File: src/rtl/mux4_rr_arbiter.sv
// -----------------------------------------------------------------------------
// mux4_rr_arbiter
//
// Round-robin arbitration stage in front of a 4:1 data mux. Each cycle the
// output register can accept a word, it picks one requesting source and
// captures that source's data. The search starts at a rotating priority
// pointer, so every source is served within four load cycles.
//
// Ports
//   clk        rising-edge clock
//   rst        asynchronous, active-high reset
//   req[3:0]   per-source request; req[0]=in1 ... req[3]=in4
//   in1..in4   source data, WIDTH bits each
//   grant[3:0] one-hot, one-cycle acknowledge of the source just captured
//   sel[1:0]   index of the source whose word is held in out
//   out        registered selected data
//   out_valid  out/sel hold a word not yet taken downstream
//   out_ready  downstream accepts out this cycle
//   busy       out_valid=1 while out_ready=0 (output stalled)
// -----------------------------------------------------------------------------
module mux4_rr_arbiter #(
   parameter int WIDTH = 1
) (
   input  logic             clk,
   input  logic             rst,
   input  logic [3:0]       req,
   input  logic [WIDTH-1:0] in1,
   input  logic [WIDTH-1:0] in2,
   input  logic [WIDTH-1:0] in3,
   input  logic [WIDTH-1:0] in4,
   output logic [3:0]       grant,
   output logic [1:0]       sel,
   output logic [WIDTH-1:0] out,
   output logic             out_valid,
   input  logic             out_ready,
   output logic             busy
);

   logic [1:0]       r_ptr;
   logic [1:0]       r_sel;
   logic [WIDTH-1:0] r_out;
   logic             r_valid;
   logic [3:0]       r_grant;

   logic [3:0]       w_req;
   logic             w_ready;
   logic             w_load;
   logic             w_found;
   logic [1:0]       w_win;
   logic [1:0]       w_idx;
   logic [WIDTH-1:0] w_data;

   // Only a definite 1 counts: X/Z on a request bit means "not requesting",
   // and X/Z on out_ready means "stall".
   always_comb begin
      for (int k = 0; k < 4; k++) begin
         w_req[k] = (req[k] === 1'b1);
      end
   end

   assign w_ready = (out_ready === 1'b1);

   // The register can take a new word when it is empty or being drained now.
   assign w_load = !r_valid || w_ready;

   // Rotating priority search: scanning offsets from 3 down to 0 lets the
   // smallest offset from r_ptr overwrite any later candidate, so the first
   // requester at or after the pointer wins.
   // NOTE: every combinational output gets a default before any conditional
   // assignment, so no path leaves it unassigned and no latch is inferred.
   always_comb begin
      w_found = 1'b0;
      w_win   = 2'd0;
      w_idx   = 2'd0;
      for (int k = 3; k >= 0; k--) begin
         w_idx = r_ptr + 2'(k);
         if (w_req[w_idx]) begin
            w_found = 1'b1;
            w_win   = w_idx;
         end
      end
   end

   always_comb begin
      w_data = in1;
      case (w_win)
         2'd0:    w_data = in1;
         2'd1:    w_data = in2;
         2'd2:    w_data = in3;
         default: w_data = in4;
      endcase
   end

   // NOTE: state registers use non-blocking assignments so every register
   // samples the pre-edge values, independent of statement order.
   always_ff @(posedge clk or posedge rst) begin
      if (rst) begin
         r_ptr   <= 2'd0;
         r_sel   <= 2'd0;
         r_out   <= '0;
         r_valid <= 1'b0;
         r_grant <= 4'b0000;
      end else begin
         // grant is a single-cycle pulse unless a capture happens this edge.
         r_grant <= 4'b0000;
         if (w_load) begin
            if (w_found) begin
               r_out   <= w_data;
               r_sel   <= w_win;
               r_valid <= 1'b1;
               r_grant <= 4'b0001 << w_win;
               r_ptr   <= w_win + 2'd1;  // wraps 3 -> 0
            end else begin
               // Nothing to capture: drop valid, keep out/sel/ptr as they are.
               r_valid <= 1'b0;
            end
         end
      end
   end

   assign grant     = r_grant;
   assign sel       = r_sel;
   assign out       = r_out;
   assign out_valid = r_valid;
   // busy describes the current cycle's handshake, so it follows out_ready
   // directly rather than waiting for an edge.
   assign busy      = r_valid && !w_ready;

endmodule

File: config.mk
export PLATFORM = sky130hd
export DESIGN_NAME = mux4_rr_arbiter
export DESIGN_NICKNAME = d
export VERILOG_FILES = /design/src/rtl/mux4_rr_arbiter.sv
export SDC_FILE = /design/constraint.sdc
export NUM_CORES = 1
export LEC_CHECK = 0
export ABC_AREA = 1
export CAP_MARGIN = 30
export CORE_MARGIN = 4
export CORE_UTILIZATION = 40
export DETAILED_ROUTE_END_ITERATION = 8
export PLACE_DENSITY_LB_ADDON = 0.25
export SYNTH_ARGS = -nofsm -noshare
export SYNTH_HDL_FRONTEND = slang
export SYNTH_SLANG_ARGS = --single-unit
File: constraint.sdc
create_clock -name clk -period 1.8 [get_ports clk]
set_clock_uncertainty 0.05 [all_clocks]
set_input_delay 0.27 -clock clk [delete_from_list [all_inputs] [get_ports clk]]
set_output_delay 0.27 -clock clk [all_outputs]
set_load 0.03 [all_outputs]
# Word level (Yosys, flattened, before mapping)
# Index checks and enable logic that the tools add are counted.
# word_totals
out_inout_bits,9
inputBits,11
reg_bits,10
wordCells,47
# op_classes
shifts,1
addsub,4
n_eq_ne,7
n_reduce_logical,6
muxes,20
n_lt_le_gt_ge,4
# op_table
op,count
$lt 2x3->1 const B,4
$mux 1,9
$bmux 1 s2,4
$mux 2,4
$mux 4,2
$eqx 1x1->1 const B,5
$add 2x1->2 const B,2
$add 2x2->2 const B,2
$shl 1x2->4 const A,1
$pmux 1 s3,1
$eq 2x1->1 const B,1
$eq 2x2->1 const B,1
$logic_not 1->1,2
$logic_not 2->1,1
$reduce_and 2->1,1
$logic_and 1x1->1,1
$logic_or 1x1->1,1

# Depth between registers and ports, before layout
# logic_depth
depth_word,10
depth_mapped,16
mapped_depth_nobuf,15

# Worst setup path after synthesis
# OpenSTA, ideal clock, no wires.
# synth_path
path_kind,register -> register
from,register r_ptr[0]
to,"register r_out, in the netlist out"
t_arrival_ns,1.643
required_ns,1.633
setup_ns,0.117
stages_incl_launch_ff,15
path_buffers,1
path_slack_ns,-0.011
synth_period_minus_slack_ns,1.811
path_cell_list,dfrtp_1 -> buf_6 -> nand2_2 -> nand3_1 -> nand2_1 -> nand3_1 -> nand2_1 -> nand2_1 -> nand2_1 -> inv_1 -> ha_1 -> a21oi_1 -> a32oi_1 -> nand2_1 -> nand2_1
# synth_between
elab_chain_len,9
word_cells_on_any_way,24
cone_classes,3 x add/sub; 2 x eq/ne; 17 x mux; 2 x reduce/logical
# synth_rtl
element,line_no,text
from (decl),39,logic [1:0] r_ptr;
from (signal assigned),112,r_ptr <= w_win + 2'd1;
$add 2x2->2,76,w_idx = r_ptr + 2'(k);
$bmux 1 s2,77,if (w_req[w_idx]) begin
$mux 1 (implied by the code),77,
$mux 2 (3 in a row),77,
$mux 2 (*),77,
net w_win[0],49,logic [1:0] w_win;
"$eq 2x2->1, or another cell as far along",86,case (w_win)
$pmux 1 s3 (*),86,
to (signal assigned),108,r_out <= w_data;
to (decl),41,logic [WIDTH-1:0] r_out;
# The timed path passes the listed nets; every way through them passes the cells marked *. The select of a mux whose other input is x is not followed.
# A chain may end at the register's enable or synchronous reset.

# Worst setup path in the final report
# layout_path
from,register r_ptr[0]
to,"register r_out, in the netlist out"
# layout_between
elab_chain_len,9
word_cells_on_any_way,24
cone_classes,3 x add/sub; 2 x eq/ne; 17 x mux; 2 x reduce/logical
# layout_rtl
element,line_no
$add 2x2->2,76
$bmux 1 s2,77
$mux 1 (implied by the code),77
$mux 2 (4 in a row),77
"$eq 2x2->1, or another cell as far along",86
$pmux 1 s3,86
# Parallel ways exist; a longest one is shown, timed or not. The select of a mux whose other input is x is not followed.

==> results.json <==
{
  "htreeDepth": 1,
  "io_pins": 20,
  "fin_crit_ns": 2.028,
  "finalWorstSetupSlack_ns": -0.2281,
  "yosysSeqAreaShare_pct": 33.39,
  "start_util_pct": 42.94,
  "diodes": 0,
  "critPathLaunchType": "register",
  "rows": 15,
  "cts_buffer_depth": 2,
  "grt_pass1_wl_um": 3436,
  "routabilityCongestion": 0.8364,
  "ctsRootBufferMaster": "clkbuf_4",
  "grt.total_usage_pct": 17.79,
  "die_x_um": 51.29,
  "layout.nets": 166,
  "violations": "negative setup slack",
  "tightest_slew_ns": 0.4876,
  "drv_cap": 0,
  "slew_headroom_pct": 67.15,
  "firstDrtPassIters": 4,
  "synthCells": 103,
  "synth_area_um2": 749.5,
  "vias": 862,
  "dp_cells": 157,
  "whs_ns": 0.2239,
  "fmax_mhz": 493.1,
  "stdcell_area_mm2": 0.001489,
  "numClockSinks": 10,
  "status": "finished, violations left",
  "syn_avg_cell_area_um2": 7.276,
  "die_area_mm2": 0.002630,
  "final_hold_viol_count": 0,
  "stdcell_count": 174,
  "drt_iter0_drc": 17,
  "post_dp_cell_area_mm2": 0.001030,
  "grt-ovfl-total": 0,
  "yosysUniqueCellTypes": 19,
  "rsz0062_at_grt": "true",
  "setup_viol": 10,
  "final_max_slew_viol_count": 0,
  "die_h_um": 51.29,
  "cts_tree": "yes",
  "period_share_pct": 112.7,
  "antenna_found_initial": 0,
  "cts_made_buffers": 3,
  "drive_above_1_share_pct": 60.40,
  "syn_to_final_growth_pct": 98.66,
  "critPathMaxFanout": 7,
  "end_kind": "register",
  "holdCritPathClass": "in -> async",
  "worstRegToRegCells": 14,
  "hold_buffers": 0,
  "worstSetupPathType": "reg -> reg",
  "ant_nets": 0,
  "crit_arrival_ns": 2.18,
  "synth_nets": 119,
  "rrSetupSlack_ns": -0.23,
  "drcViolationCount": 0,
  "core_area_mm2": 0.001745,
  "critical_path_required_ns": 1.95,
  "wl_um": 2927,
  "port_buffers": 19,
  "insertion_delay_ns": 0.27,
  "clkTransAtPathRegs_ns": 0.07,
  "dp_hpwl_um": 1215,
  "yosys_register_bits": 10,
  "grt_max_degree": 13,
  "viasPerCell": 4.954,
  "yosysWarnings": 0,
  "wire_per_inst_um": 16.82,
  "grt_pass1_vias": 798
}
[layout make-up]
| class | count | area (um2) |
|---|---|---|
| timing repair buffer | 43 | 389.1 |
| sequential | 10 | 252.7 |
| multi-input combinational | 71 | 685.7 |
| inverter | 21 | 93.84 |
| tap | 25 | 31.28 |
| fill | 98 | 256.5 |
| clock buffer | 4 | 36.28 |
[cells in the final DEF (no fill, tap or decap), types with 2 or more instances in the layout]
| cell type | n |
|---|---|
| clkdlybuf4s50_1 | 17 |
| nand3_4 | 4 |
| nand2_1 | 13 |
| nor2_4 | 3 |
| dfrtp_1 | 8 |
| inv_2 | 3 |
| a21oi_2 | 2 |
| dfrtp_2 | 2 |
| clkbuf_4 | 3 |
| nand2_2 | 17 |
| nand3_1 | 2 |
| nand2_8 | 3 |
| ha_4 | 5 |
| buf_6 | 5 |
| o21ai_2 | 2 |
| nand2_4 | 11 |
| buf_4 | 20 |
| nor2_2 | 3 |
| inv_1 | 15 |
| nand3_2 | 2 |
[Yosys cell counts]
| cell | n | area (um2) |
|---|---|---|
| a21oi_1 | 2 | 10.01 |
| a32oi_1 | 1 | 8.760 |
| buf_12 | 1 | 20.02 |
| buf_6 | 1 | 11.26 |
| dfrtp_1 | 10 | 250.2 |
| ha_1 | 5 | 62.56 |
| inv_1 | 18 | 67.56 |
| inv_2 | 2 | 7.510 |
| inv_6 | 1 | 8.760 |
| nand2_1 | 30 | 112.6 |
| nand2_2 | 12 | 75.07 |
| nand2_4 | 1 | 11.26 |
| nand3_1 | 8 | 40.04 |
| nor2_1 | 5 | 18.77 |
| nor2_2 | 1 | 6.260 |
| nor2_4 | 1 | 11.26 |
| o21ai_0 | 1 | 5.000 |
| o21ai_1 | 1 | 5.000 |
| o21ai_2 | 2 | 17.52 |
[flip-flops by register name, indices dropped and copies added, names as in the netlist]
register   flops
r_ptr          2
out            1
out_valid      1
grant          4
sel            2
[critical path: stages (launching register included)]
cell	delay [ns]
dfrtp_2	0.47
clkinv_4	0.13
nand2_4	0.11
nand3_2	0.12
nand2_1	0.13
inv_2	0.08
nand2_4	0.08
nand2_4	0.07
nand2_8	0.10
buf_6	0.11
ha_4	0.12
nand2_2	0.05
a32oi_1	0.18
nand2_1	0.08
nand2_1	0.09
[logic make-up after synthesis]
kind of cell	after synthesis	synth area share, %
AOI/OAI and AO/OA	7	6.176
buffers and inverters	23	15.36
and+or+nand+nor	58	36.73
adders and majority gates	5	8.347
DFF	10	33.39
[timing repair]
action / 4_1_cts / 5_1_grt
resized for setup: 26 / 52
cloned: 0 / 1
buffers inserted: 9 / 4
endpoints found under the setup margin: 2 / 10
pin swaps: 15 / 15
[per-stage QoR]
step,util (%),worst slack [ns],setup TNS [ns]
detailed placement,59.00,-0.4328,-1.254
global route,85.30,-0.3005,-2.042
finish,85.30,-0.2281,-1.463
CTS,69.96,-0.08606,-0.08606
floorplan,-,0.01617,0
global placement,59.00,-0.3745,-1.150
[path summary, 6_finish.rpt]
kind                           from  endpoint
setup / recovery           r_ptr[0]       out
hold / removal                  rst  grant[2]
setup reg to reg           r_ptr[0]       out
hold reg to reg              sel[1]    sel[1]
max in group asynchronous       rst  r_ptr[0]
min in group clk             sel[1]    sel[1]
[routing by layer]
layer	track usage, %	vias up	routed length [um]
met5	0	-	0
met4	6.987	0	81
met3	7.580	8	186
met2	31.97	31	1456
met1	17.99	422	1203
li1	-	401	-
Power is not shown: default switching activity piles up to over one toggle a cycle in this logic, so the estimate is an artifact.
